===== src/rtl/cpu_pkg.sv =====
// cpu_pkg: shared encodings and defaults for the multiply/divide unit
package cpu_pkg;
    localparam int DEF_WIDTH = 32;
    localparam int DEF_CNT_W = 6;
    typedef enum logic [2:0] {S_IDLE, S_MULT, S_DIV, S_FIX, S_DONE} state_t;
    typedef enum logic {OP_MULT, OP_DIV} op_t;
endpackage


===== src/rtl/mult_div_unit_div_core.sv =====
// div_core: restoring unsigned divider, one quotient bit per enabled step
module div_core
    import cpu_pkg::*;
#(
    parameter int WIDTH = DEF_WIDTH
) (
    input  logic             clk,
    input  logic             rst_n,
    input  logic             load,
    input  logic             step,
    input  logic [WIDTH-1:0] dividend,
    input  logic [WIDTH-1:0] divisor,
    output logic [WIDTH-1:0] quo,
    output logic [WIDTH-1:0] rem
);
    logic [WIDTH-1:0] dvs;
    logic [WIDTH:0]   shifted;
    logic             ge;
    // trial subtraction of the divisor from the partial remainder with the next dividend bit
    always_comb begin
        shifted = {rem, quo[WIDTH-1]};
        ge      = shifted >= {1'b0, dvs};
    end
    // quotient register doubles as the dividend shifter
    always_ff @(posedge clk or negedge rst_n) begin
        if (!rst_n) begin
            quo <= '0;
            rem <= '0;
            dvs <= '0;
        end else if (load) begin
            quo <= dividend;
            rem <= '0;
            dvs <= divisor;
        end else if (step) begin
            quo <= {quo[WIDTH-2:0], ge};
            rem <= ge ? WIDTH'(shifted - {1'b0, dvs}) : shifted[WIDTH-1:0];
        end
    end
endmodule


===== src/rtl/mult_div_unit.sv =====
// mult_div_unit: iterative signed Booth multiplier and restoring divider producing Hi/Lo
module mult_div_unit
    import cpu_pkg::*;
#(
    parameter int WIDTH = DEF_WIDTH,
    parameter int CNT_W = DEF_CNT_W
) (
    input  logic             Clock,
    input  logic             Reset,
    input  logic             MultStart,
    input  logic             DivStart,
    input  logic [WIDTH-1:0] A,
    input  logic [WIDTH-1:0] B,
    output logic [WIDTH-1:0] Hi,
    output logic [WIDTH-1:0] Lo,
    output logic             Busy,
    output logic             Done,
    output logic             DivZero
);
    state_t             state, next_state;
    op_t                op;
    logic [CNT_W-1:0]   cnt;
    logic               a_neg, b_neg, zero_hit;
    logic [2*WIDTH+1:0] acc;
    logic [WIDTH-1:0]   mcand, a_mag, b_mag, quo, rem;
    logic [WIDTH:0]     booth_hi;
    logic               idle_like, take_mult, take_div, take_zero, last;
    // start arbitration and the Booth add/subtract on a guard-extended upper half
    always_comb begin
        idle_like = state == S_IDLE || state == S_DONE;
        take_mult = idle_like && MultStart;
        take_div  = idle_like && !MultStart && DivStart && B != '0;
        take_zero = idle_like && !MultStart && DivStart && B == '0;
        last      = cnt == CNT_W'(WIDTH - 1);
        a_mag     = A[WIDTH-1] ? -A : A;
        b_mag     = B[WIDTH-1] ? -B : B;
        booth_hi  = acc[2*WIDTH+1:WIDTH+1] +
                    (acc[1:0] == 2'b01 ? {mcand[WIDTH-1], mcand} :
                     acc[1:0] == 2'b10 ? -{mcand[WIDTH-1], mcand} : '0);
    end
    div_core #(.WIDTH(WIDTH)) u_div (
        .clk(Clock),
        .rst_n(Reset),
        .load(take_div),
        .step(state == S_DIV),
        .dividend(a_mag),
        .divisor(b_mag),
        .quo(quo),
        .rem(rem)
    );
    // state register
    always_ff @(posedge Clock or negedge Reset) begin
        if (!Reset) state <= S_IDLE;
        else state <= next_state;
    end
    // next-state: iterate WIDTH steps, one fix-up cycle, then a single done cycle
    always_comb begin
        next_state = state;
        case (state)
            S_IDLE, S_DONE: next_state = take_mult ? S_MULT : take_div ? S_DIV :
                                         take_zero ? S_DONE : S_IDLE;
            S_MULT:         next_state = last ? S_FIX : S_MULT;
            S_DIV:          next_state = last ? S_FIX : S_DIV;
            S_FIX:          next_state = S_DONE;
            default:        next_state = S_IDLE;
        endcase
    end
    // status outputs decoded from the state
    always_comb begin
        Busy    = state == S_MULT || state == S_DIV || state == S_FIX;
        Done    = state == S_DONE;
        DivZero = Done && zero_hit;
    end
    // operand capture, Booth shift and result fix-up; Hi/Lo only move in FIX
    always_ff @(posedge Clock or negedge Reset) begin
        if (!Reset) begin
            cnt      <= '0;
            op       <= OP_MULT;
            a_neg    <= 1'b0;
            b_neg    <= 1'b0;
            zero_hit <= 1'b0;
            acc      <= '0;
            mcand    <= '0;
            Hi       <= '0;
            Lo       <= '0;
        end else begin
            zero_hit <= take_zero;
            if (take_mult) begin
                cnt   <= '0;
                op    <= OP_MULT;
                acc   <= {{(WIDTH+1){1'b0}}, B, 1'b0};
                mcand <= A;
            end else if (take_div) begin
                cnt   <= '0;
                op    <= OP_DIV;
                a_neg <= A[WIDTH-1];
                b_neg <= B[WIDTH-1];
            end else if (state == S_MULT) begin
                cnt <= cnt + 1'b1;
                acc <= {booth_hi[WIDTH], booth_hi, acc[WIDTH:1]};
            end else if (state == S_DIV) begin
                cnt <= cnt + 1'b1;
            end else if (state == S_FIX) begin
                if (op == OP_MULT) begin
                    {Hi, Lo} <= acc[2*WIDTH:1];
                end else begin
                    Lo <= (a_neg ^ b_neg) ? -quo : quo;
                    Hi <= a_neg ? -rem : rem;
                end
            end
        end
    end
endmodule


===== config.mk =====
export PLATFORM = sky130hd
export DESIGN_NAME = mult_div_unit
export DESIGN_NICKNAME = d
export VERILOG_FILES = /design/src/rtl/cpu_pkg.sv /design/src/rtl/mult_div_unit_div_core.sv /design/src/rtl/mult_div_unit.sv
export SDC_FILE = /design/constraint.sdc
export NUM_CORES = 1
export LEC_CHECK = 0
export ABC_CLOCK_PERIOD_IN_PS = 5000
export BUFFER_PORTS_ARGS = -buffer_cell sky130_fd_sc_hd__buf_2
export CAP_MARGIN = 40
export CORE_ASPECT_RATIO = 1.75
export CORE_MARGIN = 1
export CORE_UTILIZATION = 55
export CTS_BUF_LIST = sky130_fd_sc_hd__clkbuf_4 sky130_fd_sc_hd__clkbuf_8 sky130_fd_sc_hd__clkbuf_16
export DETAILED_ROUTE_END_ITERATION = 8
export HOLD_SLACK_MARGIN = 0.03
export PLACE_DENSITY = 0.85
export SETUP_SLACK_MARGIN = 0.05
export SLEW_MARGIN = 20
export SYNTH_ARGS = -nofsm -noshare
export SYNTH_HDL_FRONTEND = slang
export SYNTH_SLANG_ARGS = --single-unit

===== constraint.sdc =====
create_clock -name Clock -period 5 [get_ports Clock]
set_input_delay 0.25 -clock Clock [delete_from_list [all_inputs] [get_ports Clock]]
set_output_delay 0.25 -clock Clock [all_outputs]
set_load 0.02 [all_outputs]

==> results.py, run 1 <==
metrics = {
    "floorplan": {
        "die_h_um": 241,
        "dieArea_mm2": 0.0334,
        "fp.dieW_um": 139,
        "core_area_mm2": 0.0322,
        "start_util_pct": 55.8,
        "ios": 135,
        "std_cell_rows": 87,
    },
    "critical_path": {
        "criticalPathCategory": "register to register",
        "cp.arrival_ps": 5190,
        "path_max_fanout": 4,
        "start_kind": "register",
        "worstPathRequired_ps": 5460,
        "endpoint_kind": "register",
    },
    "global_routing": {
        "grt_util_met1_pct": 37.7,
        "grt_pass1_wl_um": 88000,
        "grt_most_used_layer": "met2",
        "track_usage_pct": 33.6,
        "grt_use_met2_pct": 59.1,
        "grt_use_met3_pct": 2.78,
        "grt_max_degree": 126,
        "grt_pass1_vias": 16500,
        "antenna_found_initial": 0,
        "overflow": 0,
    },
    "sta": {
        "fmax_ghz": 0.212,
        "maxSlewViolCount": 0,
        "rsz0062_at_grt": "no",
        "hold_viol_final": 0,
        "fin_crit_ps": 4730,
        "finalSetupViolCount": 0,
        "maxSlewHeadroom_pct": 36.3,
        "fin_crit_sh_pct": 94.5,
        "clock_skew_ps": 12.6,
        "fin_tns_setup_ps": 0,
        "worstMarginPinSlew_ps": 955,
    },
    "clocking": {
        "numClockSinks": 270,
        "clkTransAtPathRegs_ps": 70,
        "clockBufferDepth": 3,
        "htreeDepth": 1,
        "clock_latency_ps": 560,
        "postCtsSetupBuffers": 0,
        "tritoncts": "yes",
        "numCtsBuffers": 27,
        "root_buffer": "clkbuf_16",
    },
    "synthesis": {
        "synthDistinctLibCells": 72,
        "synth.net_count": 2323,
        "synth_cells": 2183,
        "synth_seq_cells": 270,
        "synth-edff-count": 0,
        "synth_top_area_share_pct": 37.6,
        "ys_warn_count": 0,
        "avgSynthCellArea_um2": 8.24,
        "yosysSeqAreaShare_pct": 37.6,
        "yosys_most_used_dff": "dfrtp_1",
        "synthArstFlopShare_pct": 100,
        "synthTopCellsByArea": "dfrtp_1 38%, nand2_1 9.3%, o21ai_0 8.8%, xor2_1 5.4%, ha_1 4.9%",
        "synth.cell_area_mm2": 0.0180,
        "yosysTopAreaCell": "dfrtp_1",
    },
    "finish": {
        "post-route-util_pct": 62.9,
        "syn_to_final_growth_pct": 12.8,
        "fin_nets": 2438,
        "layout-drive-gt1-share_pct": 11.1,
        "antenna_cells": 0,
    },
    "placement": {
        "gp_congestion": 0.946,
        "hpwl_um": 41500,
        "portBuffers": 134,
    },
    "detailed_routing": {
        "routed_wl_um": 56000,
        "drt_iter0_drc": 1515,
        "wl_per_cell_um": 20.6,
        "via_per_inst": 6.22,
        "drc": 12,
        "firstDrtPassIters": 8,
        "antenna_left": 0,
        "vias": 16900,
    },
    "run_status": {
        "status": "finished with violations",
        "violations": "design-rule violations",
    },
    "min_path": {
        "hp-class": "input port to register",
    },
    "power": {
        "p_per_area_mw_per_mm2": 750,
        "power.leakage_nw": 9.25,
        "vdd_drop_max_mv": 0.329,
    },
    "job": {
        "max_cap_violations": 0,
    },
}
-- cell type report --
| class | count | area, um2 |
|---|---|---|
| Multi-Input combinational cell | 1731 | 10600 |
| Fill cell | 2769 | 11900 |
| Sequential cell | 270 | 6760 |
| Clock inverter | 14 | 95.1 |
| Inverter | 64 | 240 |
| Tap cell | 400 | 500 |
| Clock buffer | 34 | 766 |
| Timing Repair Buffer | 204 | 1350 |
-- metal layers --
layer | vias up | wire (um)
met2 | 656 | 28000
met4 | 0 | 4800
met1 | 8149 | 20500
li1 | 7914 | -
met5 | - | 0
met3 | 190 | 2770
-- critical path, stage by stage (launching register included) --
cell,delay (ps)
dfrtp_1,400
inv_1,90
ha_1,190
or4b_4,510
or2_2,330
or3_1,320
xor2_1,150
a22o_1,240
ha_1,320
nand3_1,100
or3_1,410
or3b_2,470
nand3_2,150
o21ai_1,160
o21a_1,250
nand3b_1,190
o22a_1,190
o221ai_1,180
-- path summary, 6_finish.rpt --
kind / endpoint / startpoint / cells past startpoint / slack [ps]
setup / recovery: acc[64] / mcand[1] / 17 / 270
hold / removal: acc[3] / B[2] / 3 / 50
setup reg to reg: acc[64] / mcand[1] / 17 / 270
hold reg to reg: cnt[5] / cnt[5] / 1 / 480
max in group asynchronous: u_div.dvs[8] / Reset / 3 / 3410
min in group asynchronous: acc[16] / Reset / 2 / 400
-- kinds of logic (layout without fill, tap and decap cells) --
group                    after synthesis  after routing  share of synthesized area (%)
AO/OA/AOI/OAI                        636            636                           21.7
XOR/XNOR                             194            194                           9.45
adder cells (fa/ha/maj)               72             72                           5.09
buffers and inverters                182            316                           4.03
flip-flops                           270            270                           37.6
multiplexers                          50             50                           2.78
AND/OR/NAND/NOR                      779            779                           19.4
-- synthesized netlist by cell type, types with 20 or more instances --
cell / count
nor3_1: 20
nand2_1: 445
a21oi_1: 75
mux2i_1: 50
nand3_1: 25
a21o_1: 27
or3_1: 25
dfrtp_1: 270
a31oi_1: 40
nor2_1: 131
xnor2_1: 84
xor2_1: 110
or4_1: 22
clkbuf_1: 96
o31ai_1: 34
a221o_1: 21
inv_1: 64
o21ai_0: 316
ha_1: 70
-- sequential cells by signal, summed over array words and instances (netlist names) --
name       count
u_div.quo     32
Lo            32
state          3
zero_hit       1
b_neg          1
u_div.rem     32
u_div.dvs     32
op             1
Hi            32
mcand         32
a_neg          1
cnt            6
acc           65
-- cell usage in the layout (no fill, tap or decap), types with 6 or more instances in the layout --
master,instances
o21a_1,10
nor4_1,15
a211oi_1,14
o41ai_1,14
xnor2_1,84
a21oi_1,75
buf_2,133
o31ai_1,34
buf_4,31
dlygate4sd3_1,35
or2_2,9
ha_1,70
or4_1,21
nor2b_1,14
clkbuf_8,6
dfrtp_1,269
mux2i_1,50
nand2b_1,14
a31oi_1,40
a221o_1,21
o21bai_1,16
a21o_1,27
clkbuf_16,27
inv_1,64
or3_1,25
nand2_1,443
nand4_1,9
o21ai_0,315
a22oi_1,9
xor2_1,110
nor2_1,129
and3_1,9
o221ai_1,7
nand3_1,24
a22o_1,14
nor3_1,17
clkinv_2,7
nand3b_1,6
-- per-stage QoR --
stage	cells	power (mW)	area (um2)	setup slack [ps]	hold WS (ps)
after floorplan	2183	10.3	18000	382	-45.6
after global placement	2632	12.7	19000	122	409
after detailed placement	2634	13.0	19000	23.9	430
after CTS	2717	15.1	20200	89.9	31.4
after global routing	2717	16.3	20300	44.9	47.5
final	2717	15.2	20300	275	47.0
-- power breakdown --
part           switching, mW  internal (mW)  total (mW)
Combinational           5.41           3.46        8.87
Sequential              1.16           3.16        4.32
Clock                  0.926           1.09        2.02
Total                   7.50           7.71        15.2
-- timing repair --
item / 4_1_cts / 5_1_grt
hold buffers: 35 / 0
gates resized for setup: 1 / 6
endpoints found under the setup margin: 1 / 2
endpoints found under the hold margin: 157 / 0
(Power assumes the default switching activity.)
==> inputs of run 2 (changes only) <==
Settings changed: CORE_UTILIZATION 55 to 38, PLACE_DENSITY 0.85 to 0.66.
==> run 2 against run 1 <==
  * The run still ends with design-rule violations left
  * Critical path depth is the same
  * Largest cell class unchanged
  * Combinational power grew 2%
  * Critical path type unchanged
  * Maximum frequency grew 0.76%
  * Largest power group unchanged
==> results.py, run 2 (synthesis gave the netlist of run 1 again) <==
metrics = {
    "finish": {
        "layout-drive-gt1-share_pct": 11.1,
        "mostFrequentLayoutCells": "444 x nand2_1, 315 x o21ai_0, 269 x dfrtp_1",
        "layout_commonest_cell": "nand2_1",
        "fin_nets": 2460,
        "post-route-util_pct": 44.4,
        "top_register": "acc",
        "largest_reg_flops": 65,
        "antenna_cells": 0,
        "syn_to_final_growth_pct": 15.6,
    },
    "min_path": {
        "hp-class": "input port to register",
    },
    "power": {
        "p_per_area_mw_per_mm2": 746,
        "power.leakage_nw": 9.38,
        "vdd_drop_max_mv": 0.360,
        "finalPower_mw": 15.5,
    },
    "critical_path": {
        "path_max_fanout": 4,
        "criticalPathCategory": "register to register",
        "start_kind": "register",
        "endpoint_kind": "register",
        "cp.arrival_ps": 5170,
        "worstPathRequired_ps": 5480,
    },
    "global_routing": {
        "grt_max_degree": 112,
        "overflow": 0,
        "track_usage_pct": 25.0,
        "grt_pass1_wl_um": 94500,
        "antenna_found_initial": 0,
        "grt_pass1_vias": 17000,
    },
    "placement": {
        "portBuffers": 134,
        "gp_congestion": 0.928,
        "dp_slack_ps": 94.5,
        "hpwl_um": 46500,
    },
    "sta": {
        "rsz0062_at_grt": "no",
        "fin_crit_ps": 4690,
        "finalSetupViolCount": 0,
        "fin_tns_setup_ps": 0,
        "setup_slack_ps": 310,
        "worstMarginPinSlew_ps": 954,
        "maxSlewHeadroom_pct": 36.4,
        "fmax_ghz": 0.213,
        "hold_viol_final": 0,
        "whs_ps": 42.8,
        "clock_skew_ps": 11.7,
        "maxSlewViolCount": 0,
        "fin_crit_sh_pct": 93.8,
    },
    "floorplan": {
        "start_util_pct": 38.4,
        "die_h_um": 290,
        "fp.dieW_um": 166,
        "dieArea_mm2": 0.0482,
        "core_area_mm2": 0.0468,
        "ios": 135,
        "std_cell_rows": 105,
    },
    "detailed_routing": {
        "via_per_inst": 5.72,
        "drc": 13,
        "routed_wl_um": 60700,
        "antenna_left": 0,
        "drt_iter0_drc": 1141,
        "wl_per_cell_um": 20.7,
        "vias": 16700,
        "firstDrtPassIters": 9,
    },
    "run_status": {
        "status": "finished with violations",
        "violations": "design-rule violations",
    },
    "clocking": {
        "clock_latency_ps": 580,
        "tritoncts": "yes",
        "clockBufferDepth": 3,
        "clkTransAtPathRegs_ps": 60,
        "numClockSinks": 270,
        "htreeDepth": 1,
        "numCtsBuffers": 27,
        "root_buffer": "clkbuf_16",
    },
    "job": {
        "max_cap_violations": 0,
    },
}
==> run 2: path summary, 6_finish.rpt <==
check | start | end | cells after the start | slack, ps
max | mcand[1] | acc[64] | 17 | 310
min in group asynchronous | Reset | Lo[23] | 2 | 280
min | B[16] | acc[17] | 3 | 40
max in group asynchronous | Reset | u_div.dvs[12] | 3 | 3360
min reg2reg | Lo[14] | Lo[14] | 2 | 470
max reg2reg | mcand[1] | acc[64] | 17 | 310
==> run 2: worst max-delay path: stages, from the launching register on <==
cell and delay [ps]:
dfrtp_1 410, inv_1 90, ha_1 190, or4b_4 500, or2_2 360, or3_1 330, xor2_1 150, a22o_1 230
ha_4 300, nand3_1 90, or3_1 400, or3b_2 450, nand3_1 130, o21ai_1 130, o21a_1 240, nand3b_1 210
o22a_1 210, o221ai_1 180
==> run 2: what timing repair did <==
action | in CTS | in global routing
hold buffers | 54 | 0
gates resized for setup | 0 | 6
endpoints found under the hold margin | 164 | 0
buffers inserted | 0 | 0
endpoints found under the setup margin | 0 | 5
==> run 2: cell type report <==
type | instances | area [um2]
well taps | 588 | 736
repair buffers | 226 | 1560
clock inverters | 6 | 72.6
fillers | 4628 | 26000
flip-flops and latches | 270 | 6760
multi-input cells | 1731 | 10600
clock buffers | 43 | 846
inverters | 64 | 240
==> run 2: report_power, final <==
part	switching, mW	internal, mW	total, mW
logic	5.55	3.49	9.04
registers	1.18	3.16	4.34
clock network	0.919	1.22	2.13
==> run 2: metal layers <==
metal | vias to the layer above | wire length [um] | global-route usage [%]
met2 | 464 | 31500 | 46.4
li1 | 7951 | - | -
met3 | 166 | 2260 | 2.49
met1 | 8161 | 22500 | 26.7
met5 | - | 0 | 0
met4 | 0 | 4440 | 17.5
==> run 2: per-stage QoR <==
| stage | area, um2 | std cells |
|---|---|---|
| 3_3_place_gp | 19200 | 2822 |
| 2_1_floorplan | 18000 | 2183 |
| 4_1_cts | 20800 | 2928 |
| 5_1_grt | 20800 | 2928 |
| 3_5_place_dp | 19300 | 2825 |
| 6_report | 20800 | 2928 |
